`config.mk`:
```
export PLATFORM = sky130hd
export DESIGN_NAME = alu_arbiter_seq
export DESIGN_NICKNAME = d
export VERILOG_FILES = /design/src/rtl/alu_arbiter_seq.sv
export SDC_FILE = /design/constraint.sdc
export NUM_CORES = 1
export LEC_CHECK = 0
export BUFFER_PORTS_ARGS = -buffer_cell sky130_fd_sc_hd__buf_2
export CAP_MARGIN = 30
export CORE_UTILIZATION = 47
export DETAILED_ROUTE_END_ITERATION = 16
export GPL_TIMING_DRIVEN = 1
export PLACE_DENSITY = 0.83
export SLEW_MARGIN = 10
export SYNTH_ARGS = -nofsm -noshare
export SYNTH_HDL_FRONTEND = slang
export SYNTH_SLANG_ARGS = --single-unit
```
`constraint.sdc`:
```
create_clock -name clk -period 3.5 [get_ports clk]
set_clock_uncertainty 0.1 [all_clocks]
set_input_delay 0.35 -clock clk [delete_from_list [all_inputs] [get_ports clk]]
set_output_delay 0.35 -clock clk [all_outputs]
set_load 0.05 [all_outputs]
```
`src/rtl/alu_arbiter_seq.sv`:
```
// -----------------------------------------------------------------------------
// alu_arbiter_seq
//
// Shares one external combinational 4-bit ALU between two requesters.
// Requests are granted round-robin in IDLE, then sequenced through the ALU:
// add/sub take a single pass, a shift by N takes N passes of the ALU's
// shift-by-1 operation with the accumulator fed back every cycle. The result
// is returned on one response channel tagged with the requester id.
//
// Ports
//   clk                      clock, all state updates on the rising edge
//   rst                      synchronous active-high reset
//   req0_* / req1_*          request channels (valid/ready, a, b, op, cnt)
//                            op: 00 add, 01 sub, 10 shift left, 11 shift right
//                            cnt: shift amount, ignored for add/sub
//   alu_a, alu_b, alu_sel    drive the external ALU (zero outside EXEC)
//   alu_out                  combinational ALU result
//   rsp_valid/rsp_ready      response handshake
//   rsp_id                   requester that owns the response
//   rsp_data                 result
//   busy                     high while a request is in flight (EXEC or RESP)
// -----------------------------------------------------------------------------
module alu_arbiter_seq #(
  parameter int DATA_W = 4,
  parameter int CNT_W  = 2
) (
  input  logic              clk,
  input  logic              rst,

  input  logic              req0_valid,
  output logic              req0_ready,
  input  logic [DATA_W-1:0] req0_a,
  input  logic [DATA_W-1:0] req0_b,
  input  logic [1:0]        req0_op,
  input  logic [CNT_W-1:0]  req0_cnt,

  input  logic              req1_valid,
  output logic              req1_ready,
  input  logic [DATA_W-1:0] req1_a,
  input  logic [DATA_W-1:0] req1_b,
  input  logic [1:0]        req1_op,
  input  logic [CNT_W-1:0]  req1_cnt,

  output logic [DATA_W-1:0] alu_a,
  output logic [DATA_W-1:0] alu_b,
  output logic [1:0]        alu_sel,
  input  logic [DATA_W-1:0] alu_out,

  output logic              rsp_valid,
  input  logic              rsp_ready,
  output logic              rsp_id,
  output logic [DATA_W-1:0] rsp_data,

  output logic              busy
);

  typedef enum logic [1:0] {
    IDLE = 2'd0,
    EXEC = 2'd1,
    RESP = 2'd2
  } state_t;

  // op[1] set means a shift; the ALU select encoding equals the request op.
  localparam logic [1:0] OP_ADD = 2'b00;
  localparam logic [1:0] OP_SUB = 2'b01;
  localparam logic [1:0] OP_SHL = 2'b10;
  localparam logic [1:0] OP_SHR = 2'b11;

  state_t              state_q;
  state_t              state_d;
  logic                prio_q;   // requester favoured when both are valid
  logic [DATA_W-1:0]   acc_q;    // running result, fed back through the ALU
  logic [DATA_W-1:0]   b_q;
  logic [1:0]          op_q;
  logic [CNT_W-1:0]    cnt_q;    // remaining shift passes
  logic                id_q;

  logic                grant0;
  logic                grant1;
  logic                accept;
  logic [DATA_W-1:0]   sel_a;
  logic [DATA_W-1:0]   sel_b;
  logic [1:0]          sel_op;
  logic [CNT_W-1:0]    sel_cnt;
  logic                sel_shift_zero;
  logic                exec_last;

  // ---------------------------------------------------------------------------
  // Round-robin grant. A lone valid always wins; a tie goes to prio_q.
  // Grants are only exposed as ready while IDLE.
  // ---------------------------------------------------------------------------
  // NOTE: every signal written in always_comb gets a default first, so no path
  // leaves it unassigned and no latch is inferred.
  always_comb begin
    grant0 = 1'b0;
    grant1 = 1'b0;
    if (req0_valid && req1_valid) begin
      grant0 = (prio_q == 1'b0);
      grant1 = (prio_q == 1'b1);
    end else begin
      grant0 = req0_valid;
      grant1 = req1_valid;
    end
  end

  assign req0_ready = (state_q == IDLE) && grant0;
  assign req1_ready = (state_q == IDLE) && grant1;
  assign accept     = (req0_valid && req0_ready) || (req1_valid && req1_ready);

  // Fields of whichever requester holds the grant.
  always_comb begin
    sel_a   = req0_a;
    sel_b   = req0_b;
    sel_op  = req0_op;
    sel_cnt = req0_cnt;
    if (grant1) begin
      sel_a   = req1_a;
      sel_b   = req1_b;
      sel_op  = req1_op;
      sel_cnt = req1_cnt;
    end
  end

  // A zero-length shift needs no ALU pass: the operand is already the result.
  assign sel_shift_zero = sel_op[1] && (sel_cnt == '0);

  // add/sub finish after one pass; shifts after the pass made with cnt_q == 1.
  assign exec_last = !op_q[1] || (cnt_q == CNT_W'(1));

  // ---------------------------------------------------------------------------
  // Next-state logic
  // ---------------------------------------------------------------------------
  always_comb begin
    state_d = state_q;
    case (state_q)
      IDLE: begin
        if (accept) begin
          state_d = sel_shift_zero ? RESP : EXEC;
        end
      end
      EXEC: begin
        if (exec_last) begin
          state_d = RESP;
        end
      end
      RESP: begin
        // Returning to IDLE first means no request is accepted on the same
        // edge as the response handshake.
        if (rsp_ready) begin
          state_d = IDLE;
        end
      end
      default: state_d = IDLE;
    endcase
  end

  // ---------------------------------------------------------------------------
  // State and datapath registers
  // ---------------------------------------------------------------------------
  // NOTE: sequential state uses non-blocking assignments so every register
  // samples the pre-edge value of every other register.
  always_ff @(posedge clk) begin
    if (rst) begin
      state_q <= IDLE;
      prio_q  <= 1'b0;
      acc_q   <= '0;
      b_q     <= '0;
      op_q    <= OP_ADD;
      cnt_q   <= '0;
      id_q    <= 1'b0;
    end else begin
      state_q <= state_d;
      case (state_q)
        IDLE: begin
          if (accept) begin
            acc_q  <= sel_a;
            b_q    <= sel_b;
            op_q   <= sel_op;
            cnt_q  <= sel_cnt;
            id_q   <= grant1;
            // The requester just served loses the next tie.
            prio_q <= ~grant1;
          end
        end
        EXEC: begin
          acc_q <= alu_out;
          if (op_q[1]) begin
            cnt_q <= cnt_q - CNT_W'(1);
          end
        end
        default: ;
      endcase
    end
  end

  // ---------------------------------------------------------------------------
  // ALU drive: only meaningful while executing, held at zero otherwise so the
  // ALU inputs do not toggle on idle cycles.
  // ---------------------------------------------------------------------------
  always_comb begin
    alu_a   = '0;
    alu_b   = '0;
    alu_sel = OP_ADD;
    if (state_q == EXEC) begin
      alu_a   = acc_q;
      alu_b   = b_q;
      alu_sel = op_q;
    end
  end

  // ---------------------------------------------------------------------------
  // Response channel and status, decoded from registered state. acc_q and id_q
  // do not change while in RESP, so the response holds until accepted.
  // ---------------------------------------------------------------------------
  assign rsp_valid = (state_q == RESP);
  assign rsp_data  = rsp_valid ? acc_q : '0;
  assign rsp_id    = rsp_valid && id_q;
  assign busy      = (state_q != IDLE);

  // ---------------------------------------------------------------------------
  // Structural properties of the arbiter
  // ---------------------------------------------------------------------------
  a_ready_exclusive : assert property (@(posedge clk) disable iff (rst)
    !(req0_ready && req1_ready));

  a_ready_only_idle : assert property (@(posedge clk) disable iff (rst)
    busy |-> (!req0_ready && !req1_ready));

  // Shift ops only enter EXEC with a non-zero count.
  a_shift_cnt_nonzero : assert property (@(posedge clk) disable iff (rst)
    ((state_q == EXEC) && op_q[1]) |-> (cnt_q != '0));

  // Keep the select encodings referenced for readers of the waveform.
  logic unused_ops;
  assign unused_ops = ^{OP_SUB, OP_SHL, OP_SHR};

endmodule

```
==> results of run 1 <==
## worst register-to-register path, cell delays in order (launching register included)
cell,delay (ns)
dfxtp_1,0.54
nor2b_1,0.63
and2_1,0.30
nand2_1,0.08
a21oi_1,0.13
## cell type report
| type | count | area share |
|---|---|---|
| multi-input combinational | 95 | 0.477 |
| sequential | 16 | 0.252 |
| timing repair buffer | 51 | 0.201 |
| clock buffer | 4 | 0.0286 |
| tap | 27 | 0.0266 |
| inverter | 5 | 0.0148 |
## synthesized netlist by cell type, drive strengths merged (2+ instances only)
| master | instances |
|---|---|
| dfxtp | 16 |
| inv | 5 |
| clkbuf | 2 |
| nand2 | 13 |
| and2 | 16 |
| nor2 | 10 |
| nor2b | 2 |
| a21oi | 11 |
| buf | 4 |
| a311oi | 4 |
| o21ai | 8 |
| mux2i | 6 |
| nand3 | 5 |
| nor3 | 3 |
| nor3b | 2 |
| o21a | 2 |
| o22ai | 6 |
## how the worst max path moves through the flow
stage | start | endpoint | slack, ns | cells past startpoint
after floorplan | state_q[1] | rsp_data[0] | 1.12 | 3
after global placement | state_q[0] | alu_sel[1] | 1.55 | 3
after detailed placement | state_q[0] | alu_b[1] | 1.41 | 3
after CTS | state_q[0] | alu_b[1] | 1.07 | 3
after global routing | state_q[0] | alu_b[2] | 0.99 | 3
final | state_q[0] | alu_b[1] | 1.10 | 3
## flip-flops by register name, indices dropped and copies added (netlist names)
name and count:
state_q 2, cnt_q 2, b_q 4, op_q 2, prio_q 1, acc_q 4, id_q 1
## logic make-up (layout without fill, tap and decap cells)
group	Yosys count	count (layout)	share of synthesized area
AOI/OAI and AO/OA	34	34	0.222
DFF	16	16	0.329
muxes	7	7	0.0732
buffers and inverters	11	60	0.0501
and+or+nand+nor	53	53	0.313
adders and majority gates	1	1	0.0128
## metal layers
layer / part of all wire / vias to the layer above / track usage
met5: 0 / - / 0
met4: 0.013 / 0 / 0.111
met3: 0.060 / 4 / 0.0453
met2: 0.49 / 54 / 0.395
met1: 0.44 / 458 / 0.258
li1: - / 528 / -
## power groups by stage
stage	clock, µW	combinational [µW]	sequential [µW]
detailed placement	0	255	248
CTS	127	255	244
global placement	0	246	245
global route	135	276	249
finish	123	255	245
floorplan	0	207	233
## metrics by stage
stage           util  cells  setup WS, ns
2_1_floorplan      -    122          1.12
3_3_place_gp   0.629    194          1.55
3_5_place_dp   0.629    194          1.41
4_1_cts        0.647    198          1.07
5_1_grt        0.647    198         0.990
6_report       0.647    198          1.10
==> out/metrics.json, run 1 <==
{
  "outcome": "completed",
  "mappedNetlistNets": 156,
  "grt_setup_unrepaired": "no",
  "critPathArrivalTime_ns": 1.95,
  "power_density_mw_per_mm2": 492,
  "timing.hold.worst.start": "alu_out[1]",
  "power.combinational.fraction": 0.409,
  "cts_made_buffers": 3,
  "synth_largest_type_area_fraction": 0.329,
  "vias": 1044,
  "fmax_mhz": 416,
  "dieArea_mm2": 0.00226,
  "critical_path.max_stage_delay_ns": 0.63,
  "power.share.switching": 0.415,
  "antenna_violating_nets_post_route": 0,
  "timing.hold.worst_path_depth": 3,
  "synthesis.area_um2": 975,
  "share_of_layout_cells_above_drive_strength_1": 0.357,
  "yosys_most_used_dff": "dfxtp_1",
  "final_period_minus_worst_setup_slack_ns": 2.40,
  "worstSetupStartpointType": "flip-flop",
  "worstPathRequired_ns": 3.05,
  "ys_top_cells_by_area": "dfxtp_1, and2_1, mux2i_1",
  "cellLeakagePower_uw": 0.000641,
  "grt_first_pass_wirelength_um": 3440,
  "detail_route.drc_violations": 0,
  "fillerInstances": 192,
  "hold_viol": 0,
  "worst_path_max_delay_cell": "nor2b_1",
  "place.gp.congestion": 0.819,
  "globalRouteOverflowTotal": 0,
  "min-delay-path-class": "primary input to flip-flop",
  "critPathBufInv": 1,
  "sequential_cell_area_um2": 320,
  "grt_antenna_before_repair": 0,
  "clock_latency_ns": 0.29,
  "multi_input_comb_area_um2": 606,
  "height_of_the_die_um": 47.5,
  "cts_post_setup_buffers_inserted": 0,
  "num-nets-final": 206,
  "power_report.internal_total_uw": 365,
  "n_antenna_cell": 0,
  "depth_of_the_most_critical_reg_to_reg_path": 4,
  "worst_setup_path_end_kind": "output pin",
  "drt-total-wl_um": 2520,
  "viasPerCell": 5.27,
  "floorplan.initialDensity": 0.497,
  "timing.critical_path.fanout_max": 12,
  "drt_pass1_iterations": 4,
  "ir_worst_vdd_mv": 0.237,
  "fin_tns_setup_ns": 0,
  "core_area_mm2": 0.00196,
  "yosys_warnings": 0,
  "grt_max_degree": 15,
  "die_x_um": 47.5,
  "netSwitchingPower_uw": 259,
  "placement.io_buffers": 51,
  "area_growth_pct": 30.3,
  "synth-seq-area-share": 0.329,
  "clock_power_share": 0.198,
  "grt_pass1_vias": 839,
  "routed_wire_length_per_instance_um": 12.7,
  "clockRootBuffer": "clkbuf_4",
  "fin_hold_ws_ns": 0.186,
  "r2r_setup_slack_ns": 1.66,
  "ys_seq_elements": 16,
  "htreeDepth": 1,
  "ys_types": 28,
  "final_cell_area_mm2": 0.00127,
  "share_of_the_cycle_needed_by_the_critical_path_after_routing": 0.686,
  "finalMaxSlewViolations": 0,
  "tritoncts": "built",
  "worst_hold_path.endpoint": "acc_q[1]",
  "ctsHoldBuffers": 0,
  "synth_edf_count": 0,
  "drtIter0Drc": 27,
  "worst_slew_pin_slew_ns": 0.702,
  "p_seq_frac": 0.393,
  "synth_async_reset_ratio": 0,
  "cts_resized": 0,
  "critical_path.cell_chain": "nor2b_1 -> and2_1 -> buf_2",
  "cts-root-to-sink-buffers": 2,
  "most_area_hungry_cell_type_in_the_yosys_netlist": "dfxtp_1",
  "io_pins": 52,
  "slew_headroom": 0.531,
  "worst_path_dominant_cell_family": "simple AND/OR/NAND/NOR gates",
  "dpl-instance-area_mm2": 0.00123,
  "power_uw": 624,
  "dpl.hpwl_um": 1940,
  "setup_viol": 0,
  "worst-setup-path-type": "flip-flop to output pin",
  "cts.clk_slew.worst_paths_ns": 0.10,
  "cts.sinks": 16,
  "regToRegStartpoint": "state_q[0]",
  "rr_endpoint": "acc_q[2]",
  "global_route.usage.total": 0.224,
  "postSynthAreaPerCell_um2": 7.99,
  "layout.cells.most_common_list": "buf_2, and2_1, dfxtp_1, nand2_1, a21oi_1",
  "mostFrequentLayoutCell": "buf_2",
  "drv.max_cap_violation_count": 0,
  "syn-instance-count": 122,
  "floorplan.rows": 16
}
(Power assumes the default switching activity.)
==> run 2: changes to the inputs <==
- CORE_UTILIZATION: 47 -> 39
- PLACE_DENSITY: 0.83 -> 0.74
- clock period: 3.5 -> 2.2 ns (I/O delays scaled with it)
==> out/metrics.json, run 2 (synthesis results as in run 1) <==
{
  "globalRouteOverflowTotal": {"value": 0, "change": "unchanged"},
  "finalMaxSlewViolations": {"value": 0, "change": "unchanged"},
  "grt_setup_unrepaired": "no",
  "worstSetupStartpointType": "flip-flop",
  "antenna_violating_nets_post_route": {"value": 0, "change": "unchanged"},
  "worst_path_dominant_cell_family": "simple AND/OR/NAND/NOR gates",
  "cts.sinks": {"value": 16, "change": "unchanged"},
  "globalRouteMet3Util": {"value": 0.0351, "change": "-0.0102"},
  "final_period_minus_worst_setup_slack_ns": 2.02,
  "min-delay-path-class": "primary input to flip-flop",
  "critical_path.max_stage_delay": {"value": 0.44, "unit": "ns", "change": "-0.19 ns"},
  "drt_pass1_iterations": {"value": 5, "change": "+1"},
  "height_of_the_die": {"value": 52.0, "unit": "µm", "change": "+9.4%"},
  "grt-busiest-layer": "met2",
  "timing.critical_path.fanout_max": {"value": 11, "change": "-1"},
  "share_of_layout_cells_above_drive_strength_1": {"value": 0.366, "change": "+0.00955"},
  "mostFrequentLayoutCell": "buf_2",
  "area_growth_pct": 31.5,
  "dieArea": {"value": 0.00270, "unit": "mm²", "change": "+20%"},
  "cts_resized": {"value": 0, "change": "unchanged"},
  "cts-root-to-sink-buffers": {"value": 2, "change": "unchanged"},
  "fin_tns_setup": {"value": 0, "unit": "ns", "change": "unchanged"},
  "layout.cells.most_common_list": "buf_2, and2_1, dfxtp_1, nand2_1, a21oi_1",
  "fmax_mhz": 495,
  "n_antenna_cell": {"value": 0, "change": "unchanged"},
  "cts_post_setup_buffers_inserted": {"value": 0, "change": "unchanged"},
  "grt_first_pass_wirelength": {"value": 4060, "unit": "µm", "change": "+18%"},
  "layout.core_utilization": {"value": 0.563, "change": "-0.0844"},
  "routed_wire_length_per_instance": {"value": 12.4, "unit": "µm", "change": "-2.9%"},
  "global_route.usage.total": {"value": 0.201, "change": "-0.0236"},
  "grt_use_met2": {"value": 0.348, "change": "-0.0462"},
  "vias": {"value": 1064, "change": "+1.9%"},
  "setup_viol": {"value": 0, "change": "unchanged"},
  "place.gp.congestion": {"value": 0.791, "change": "-3.4%"},
  "grt_pass1_vias": {"value": 976, "change": "+16%"},
  "worst_path_max_delay_cell": "dfxtp_1",
  "num-nets-final": {"value": 207, "change": "+0.49%"},
  "outcome": "completed",
  "reg.largest.list": "acc_q x4, b_q x4",
  "worst-setup-path-type": "flip-flop to output pin",
  "post_layout_nonfiller_instances": {"value": 200, "change": "+1.0%"},
  "slew_headroom": {"value": 0.676, "change": "+0.145"},
  "viasPerCell": {"value": 5.32, "change": "+0.90%"},
  "worstPathRequired": {"value": 1.88, "unit": "ns", "change": "-1.17 ns"},
  "clockRootBuffer": "clkbuf_4",
  "cts.clk_slew.worst_paths": {"value": 0.10, "unit": "ns", "change": "about the same"},
  "dpl.hpwl": {"value": 1910, "unit": "µm", "change": "-1.5%"},
  "critPathArrivalTime": {"value": 1.70, "unit": "ns", "change": "-0.25 ns"},
  "io_pins": {"value": 52, "change": "unchanged"},
  "critical_path.cell_chain": "nor2_2 -> nand3_1 -> inv_1 -> buf_2",
  "share_of_the_cycle_needed_by_the_critical_path_after_routing": 0.919,
  "grt_antenna_before_repair": {"value": 0, "change": "unchanged"},
  "power_density": {"value": 778, "unit": "mW/mm²", "change": "+58%"},
  "worst_setup_path_end_kind": "output pin",
  "clock_latency": {"value": 0.29, "unit": "ns", "change": "about the same"},
  "tritoncts": "built",
  "cts_made_buffers": {"value": 3, "change": "unchanged"},
  "floorplan.initialDensity": {"value": 0.428, "change": "-0.0686"},
  "drt-total-wl": {"value": 2470, "unit": "µm", "change": "-1.9%"},
  "cellLeakagePower": {"value": 0.000646, "unit": "µW", "change": "+0.86%"},
  "core_area": {"value": 0.00228, "unit": "mm²", "change": "+16%"},
  "placement.io_buffers": {"value": 51, "change": "unchanged"},
  "htreeDepth": {"value": 1, "change": "unchanged"},
  "critPathBufInv": {"value": 2, "change": "+1"},
  "grt_max_degree": {"value": 15, "change": "unchanged"},
  "dpl_worst_slack": {"value": 0.522, "unit": "ns", "change": "-0.884 ns"},
  "postLayoutSetupSlackWorst": {"value": 0.178, "unit": "ns", "change": "-0.920 ns"},
  "ir_worst_vdd": {"value": 0.524, "unit": "mV", "change": "+120%"},
  "detail_route.drc_violations": {"value": 0, "change": "unchanged"},
  "ctsHoldBuffers": {"value": 0, "change": "unchanged"},
  "floorplan.rows": {"value": 17, "change": "+1"},
  "post-place-cells": {"value": 196, "change": "+1.0%"},
  "die_x": {"value": 52.0, "unit": "µm", "change": "+9.4%"},
  "drtIter0Drc": {"value": 10, "change": "-63%"},
  "drv.max_cap_violation_count": {"value": 0, "change": "unchanged"},
  "hold_viol": {"value": 0, "change": "unchanged"},
  "worst_slew_pin_slew": {"value": 0.484, "unit": "ns", "change": "-0.218 ns"},
  "grt_util_met1": {"value": 0.232, "change": "-0.0261"}
}
## run 2: cell types whose count changed in the layout (fill, tap and decap cells not counted), sizes merged
cell  before  now
buf       51   52
## run 2: final timing paths
| path | slack, ns | cells after the start | startpoint | to |
|---|---|---|---|---|
| hold reg to reg | 0.37 | 2 | id_q | id_q |
| hold / removal | 0.05 | 3 | alu_out[0] | acc_q[0] |
| setup / recovery | 0.18 | 4 | state_q[1] | req1_ready |
| setup reg to reg | 0.69 | 4 | state_q[1] | acc_q[1] |
## run 2: metal layers
layer | vias to the layer above | routed length (µm)
li1 | 533 | -
met1 | 479 | 1040
met2 | 45 | 1210
met3 | 7 | 174
met4 | 0 | 48
met5 | - | 0
## run 2: cell type report
cell class	instances	area, µm²
inverter	5	18.8
timing repair buffer	52	263
clock buffer	4	36.3
fill	220	995
sequential	16	320
multi-input combinational	95	608
tap	28	35.0
## run 2: where the power goes
part           internal, µW  leakage, µW  switching (µW)
Clock                   101    0.0000210            99.7
Sequential              342     0.000133            47.0
Combinational           143     0.000493             264
Total                   586     0.000646             411
## run 2: per-stage QoR
step / hold WS (ns) / total power [µW] / area [µm²]
floorplan: 0.256 / 701 / 977
finish: 0.0548 / 997 / 1280
global route: 0.0513 / 1060 / 1280
detailed placement: 0.355 / 803 / 1240
global placement: 0.344 / 790 / 1240
CTS: 0.0493 / 1000 / 1280
## run 2: tightest hold or removal path: stages
cell     delay [ns]
buf_2          0.10
nand2_1        0.04
a21oi_1        0.05
